File: config.mk
export PLATFORM = sky130hd
export DESIGN_NAME = register_bank_pipe
export DESIGN_NICKNAME = d
export VERILOG_FILES = /design/src/rtl/register_bank_pipe.sv
export SDC_FILE = /design/constraint.sdc
export NUM_CORES = 2
export LEC_CHECK = 0
export ABC_AREA = 1
export BUFFER_PORTS_ARGS = -buffer_cell sky130_fd_sc_hd__buf_2
export CORE_UTILIZATION = 40
export DETAILED_ROUTE_END_ITERATION = 7
export HOLD_SLACK_MARGIN = 0.08
export PLACE_DENSITY_LB_ADDON = 0.12
export SLEW_MARGIN = 10
export SYNTH_ARGS = -nofsm -noshare
export SYNTH_HDL_FRONTEND = slang
export SYNTH_SLANG_ARGS = --single-unit
File: constraint.sdc
create_clock -name clk -period 1.3 [get_ports clk]
set_input_delay 0.13 -clock clk [delete_from_list [all_inputs] [get_ports clk]]
set_output_delay 0.13 -clock clk [all_outputs]
set_load 0.02 [all_outputs]
File: src/rtl/register_bank_pipe.sv
// ============================================================================
// Module      : register_bank_pipe
// Description : NREGS x XLEN register bank with two combinational read ports,
//               one write port, a per-register busy scoreboard and optional
//               same-cycle write forwarding (macro REGBANK_BYPASS_EN).
// Revision    : 1.0 - initial release
// ============================================================================
`default_nettype none

module register_bank_pipe #(
  parameter int XLEN  = 32,
  parameter int NREGS = 32,
  localparam int AW   = $clog2(NREGS)
) (
  input  logic            clk,
  input  logic            rst,
  input  logic [AW-1:0]   A1,
  input  logic [AW-1:0]   A2,
  output logic [XLEN-1:0] RD1,
  output logic [XLEN-1:0] RD2,
  output logic            BUSY1,
  output logic            BUSY2,
  input  logic [AW-1:0]   A3,
  input  logic            WE3,
  input  logic [XLEN-1:0] WD3,
  input  logic            RES,
  input  logic [AW-1:0]   RA,
  input  logic            FLUSH
);

  logic [XLEN-1:0]  regs_q [NREGS];
  logic [NREGS-1:0] busy_q;
  logic [NREGS-1:0] busy_d;

  logic             w_wr_en;
  logic             w_res_en;
  logic [XLEN-1:0]  w_rd1_stored;
  logic [XLEN-1:0]  w_rd2_stored;

  assign w_wr_en  = WE3 && (A3 != '0);
  assign w_res_en = RES && (RA != '0);

  // Busy-bit priority: flush, then reserve, then write release, then hold.
  always_comb begin
    busy_d = busy_q;
    if (FLUSH) begin
      busy_d = '0;
    end else begin
      for (int i = 1; i < NREGS; i++) begin
        if (w_res_en && (RA == AW'(i))) begin
          busy_d[i] = 1'b1;
        end else if (w_wr_en && (A3 == AW'(i))) begin
          busy_d[i] = 1'b0;
        end
      end
    end
    busy_d[0] = 1'b0;
  end

  always_ff @(posedge clk or negedge rst) begin
    if (!rst) begin
      busy_q <= '0;
    end else begin
      busy_q <= busy_d;
    end
  end

  // Entry 0 is only ever cleared; the read path never selects it.
  always_ff @(posedge clk or negedge rst) begin
    if (!rst) begin
      for (int i = 0; i < NREGS; i++) begin
        regs_q[i] <= '0;
      end
    end else if (w_wr_en) begin
      regs_q[A3] <= WD3;
    end
  end

  assign w_rd1_stored = (A1 == '0) ? '0 : regs_q[A1];
  assign w_rd2_stored = (A2 == '0) ? '0 : regs_q[A2];

`ifdef REGBANK_BYPASS_EN
  logic w_fwd1;
  logic w_fwd2;

  // A forwarded write releases the bit unless a new producer reserves it now.
  assign w_fwd1 = rst && w_wr_en && (A3 == A1);
  assign w_fwd2 = rst && w_wr_en && (A3 == A2);

  always_comb begin
    RD1   = w_rd1_stored;
    RD2   = w_rd2_stored;
    BUSY1 = busy_q[A1];
    BUSY2 = busy_q[A2];
    if (w_fwd1) begin
      RD1   = WD3;
      BUSY1 = w_res_en && (RA == A1);
    end
    if (w_fwd2) begin
      RD2   = WD3;
      BUSY2 = w_res_en && (RA == A2);
    end
  end
`else
  assign RD1   = w_rd1_stored;
  assign RD2   = w_rd2_stored;
  assign BUSY1 = busy_q[A1];
  assign BUSY2 = busy_q[A2];
`endif

endmodule

`default_nettype wire

==> results.json <==
{
  "die_w_um": 389,
  "total_power_mw": 106,
  "failed_checks": "negative setup slack",
  "finalHoldViolCount": 0,
  "num-nets-final": 9056,
  "htreeDepth": 4,
  "clock-sinks": 1055,
  "clkTransAtPathRegs_ns": 0.06,
  "muxShareOfSynthArea_pct": 0,
  "postRouteAntennaNets": 0,
  "synth_nets": 8703,
  "start_util_pct": 40.4,
  "cts_tree": "done",
  "endpoint_kind": "primary output",
  "drc": 0,
  "rsz0062_at_grt": "yes",
  "hold_path_depth": 6,
  "dp_cells": 10664,
  "syn2layout_area_growth_pct": 27.6,
  "avgSynthCellArea_um2": 6.92,
  "sequentialPowerShare_pct": 40.8,
  "r2r_cells": 5,
  "rrSetupSlack_ns": 0.27,
  "slew_viol_final": 0,
  "ys_seq_area_share_pct": 44.1,
  "slowest_delay_ns": 0.37,
  "vias": 62149,
  "synth-compound-area-share_pct": 10.8,
  "synth-seq-cells": 1055,
  "synthDistinctLibCells": 22,
  "worstPathRequired_ns": 1.17,
  "setup_viol": 66,
  "coreArea_um2": 148000,
  "dieArea_um2": 151000,
  "gp_congestion": 0.902,
  "met2_usage_pct": 49.9,
  "root_buffer": "clkbuf_16",
  "clk_path_buf_depth": 3,
  "ys_top_cells_by_area": "dfrtp_1 44%, nand2_1 23%, nand3_1 12%",
  "instances_no_fill": 11038,
  "power_frac_comb_pct": 22.5,
  "max_clock_freq_mhz": 437,
  "grtUsageTotal_pct": 32.9,
  "post-route-util_pct": 51.5,
  "met3_usage_pct": 5.34,
  "p_leak_nw": 36.2,
  "syn_inst": 8646,
  "overflow": 0,
  "pre_cts_ws_ns": -0.654,
  "grt_pass1_wl_um": 378000,
  "first_pass_iters": 8,
  "dpl.hpwl_um": 161000,
  "cp_top_family": "simple AND/OR/NAND/NOR gates",
  "p_clk_share_pct": 36.7,
  "cts-buffers-inserted": 132,
  "routed_wl_um": 253000,
  "synth_top_area_share_pct": 44.1,
  "antenna_found_initial": 8,
  "crit_path_frequent_cell": "nand2_1",
  "min_to": "regs_q[839]$_DFFE_PN0P_",
  "worstReg2RegStart": "regs_q[113]$_DFFE_PN0P_",
  "grt-busiest-layer": "met2",
  "synth_xor_area_share_pct": 0,
  "p_sw_share_pct": 31.6,
  "crit_buf_inv": 1,
  "vdd_ir_drop_max_v": 0.00139,
  "worst_slew_pin_slew_ns": 0.435,
  "std_cell_rows": 141,
  "start_kind": "register",
  "grt_start_max_net_pins": 66,
  "vias_per_cell": 5.63,
  "worstSkewPairLatency_ns": 0.78,
  "synth_warnings": 0,
  "slew_headroom_pct": 71.0,
  "fp.dieH_um": 389,
  "crit_arrival_ns": 2.16,
  "internal_power_mw": 72.6,
  "fin_skew_ns": 0,
  "period_minus_slack_ns": 2.29,
  "crit_slowest_cell": "dfrtp_1",
  "synth_top_family_by_area": "simple AND/OR/NAND/NOR gates",
  "ios": 123,
  "routedWlPerCell_um": 22.9,
  "syn_area_um2": 59800,
  "status": "finished with violations",
  "drt_iter0_drc": 7672,
  "crit_fanout": 3,
  "p_switching_mw": 33.6,
  "layout-drive-gt1-share_pct": 18.0,
  "synth_fa_ha_area_share_pct": 0,
  "drv_cap": 0,
  "grt_use_met1_pct": 46.5,
  "crit_chain": "nand2_1, nand3_1, nand3_1, nand2_1, nand2_1, nand3_2, nand2_2, nor2_4, buf_6",
  "r2r-end": "regs_q[113]$_DFFE_PN0P_",
  "synth_area_leader_cell": "dfrtp_1",
  "grt_pass1_vias": 58522,
  "setup_ws_ns": -0.987,
  "power.density_nw_per_um2": 1390,
  "hold_start": "A3[4]",
  "synthSimpleGateAreaFrac_pct": 37.0,
  "hp-class": "primary input to register",
  "fin_crit_sh_pct": 176,
  "criticalPathCategory": "register to primary output",
  "portBuffers": 122
}
[power by group through the flow]
stage          registers [mW]  logic, mW  clock network [mW]
2_1_floorplan            42.4       13.8                   0
3_3_place_gp             43.5       21.6                   0
3_5_place_dp             43.6       22.0                   0
4_1_cts                  43.1       22.9                39.6
5_1_grt                  44.0       26.7                40.9
6_report                 43.4       23.9                39.0
[final cells by class]
type	count	area (um2)
tap	1930	2410
multi-input combinational	6686	30500
inverter	96	417
timing repair buffer	1028	11900
sequential	1055	26400
antenna	6	15.0
clock inverter	47	632
clock buffer	190	3950
fill	14250	71700
[layout by cell type, fill, tap and decap left out, types with 38 or more instances in the layout]
cell type,n
nand3_1,1313
nor2_4,74
buf_2,46
nand3_2,112
nand2_1,3502
buf_6,78
nor2_1,172
a21oi_1,119
buf_12,307
nand2_4,38
nand2_2,94
clkbuf_16,140
inv_1,82
dlygate4sd3_1,41
o21ai_0,811
o21ai_1,328
buf_4,545
dfrtp_1,1055
nor2_2,75
[cells in the mapped netlist]
cell,number
a21boi_4,1
clkbuf_1,288
or2_4,2
buf_4,131
nand3_1,1427
nand4_1,10
nor2_2,6
o21ai_1,271
nor2_1,313
nor2_4,2
a21oi_1,139
o21ai_0,869
clkinv_1,4
o211ai_1,4
buf_6,79
inv_2,7
buf_1,44
inv_1,85
buf_2,267
nand2_1,3636
dfrtp_1,1055
nor3_1,6
[worst register-to-register path, delay by kind of cell, from the launching register on]
family | cells | cell delay, ns
flip-flops | 1 | 0.40
buffers and inverters | 3 | 0.39
AO/OA/AOI/OAI | 1 | 0.07
AND/OR/NAND/NOR | 1 | 0.05
[cells by family (layout without fill, tap and decap cells)]
group | count (synthesis) | in the layout
AOI/OAI and AO/OA | 1284 | 1284
buffers and inverters | 905 | 1361
DFF | 1055 | 1055
other | 0 | 6
and+or+nand+nor | 5402 | 5402
[how the worst max path moves through the flow]
| stage | startpoint | endpoint | slack (ns) | cells past startpoint |
|---|---|---|---|---|
| CTS | regs_q[159]$_DFFE_PN0P_ | RD1[31] | -1.06 | 9 |
| global placement | A1[0] | RD1[17] | -0.69 | 13 |
| detailed placement | A2[0] | RD2[12] | -0.65 | 12 |
| floorplan | A2[1] | RD2[0] | -0.03 | 11 |
| global route | regs_q[223]$_DFFE_PN0P_ | RD1[31] | -1.07 | 9 |
| finish | regs_q[159]$_DFFE_PN0P_ | RD1[31] | -0.99 | 9 |
[per-layer routing]
layer / part of all wire (%) / wire (um)
met5: 0 / 0
met4: 4.0 / 10100
met3: 8.8 / 22100
met2: 44 / 111000
met1: 43 / 109000
[through the flow]
| step | cell area (um2) | TNS, ns | hold WS, ns |
|---|---|---|---|
| floorplan | 60600 | -0.849 | -0.166 |
| global placement | 69000 | -165.16 | 0.115 |
| detailed placement | 69000 | -182.48 | 0.116 |
| CTS | 75000 | -58.61 | 0.0923 |
| global route | 76300 | -62.58 | 0.123 |
| finish | 76300 | -56.06 | 0.122 |
[registers in the layout, indices dropped and copies added, names as in the netlist]
name    cells
busy_q     31
regs_q   1024
[timing repair]
action                                   CTS  global route
pin swaps                                243           236
endpoints found under the setup margin    66           252
hold buffers                              47             0
cloned                                     0             3
resized for setup                        280           209
setup buffers                             28            58
endpoints found under the hold margin   2076             0
No activity file was read; power rests on OpenSTA's default activity.
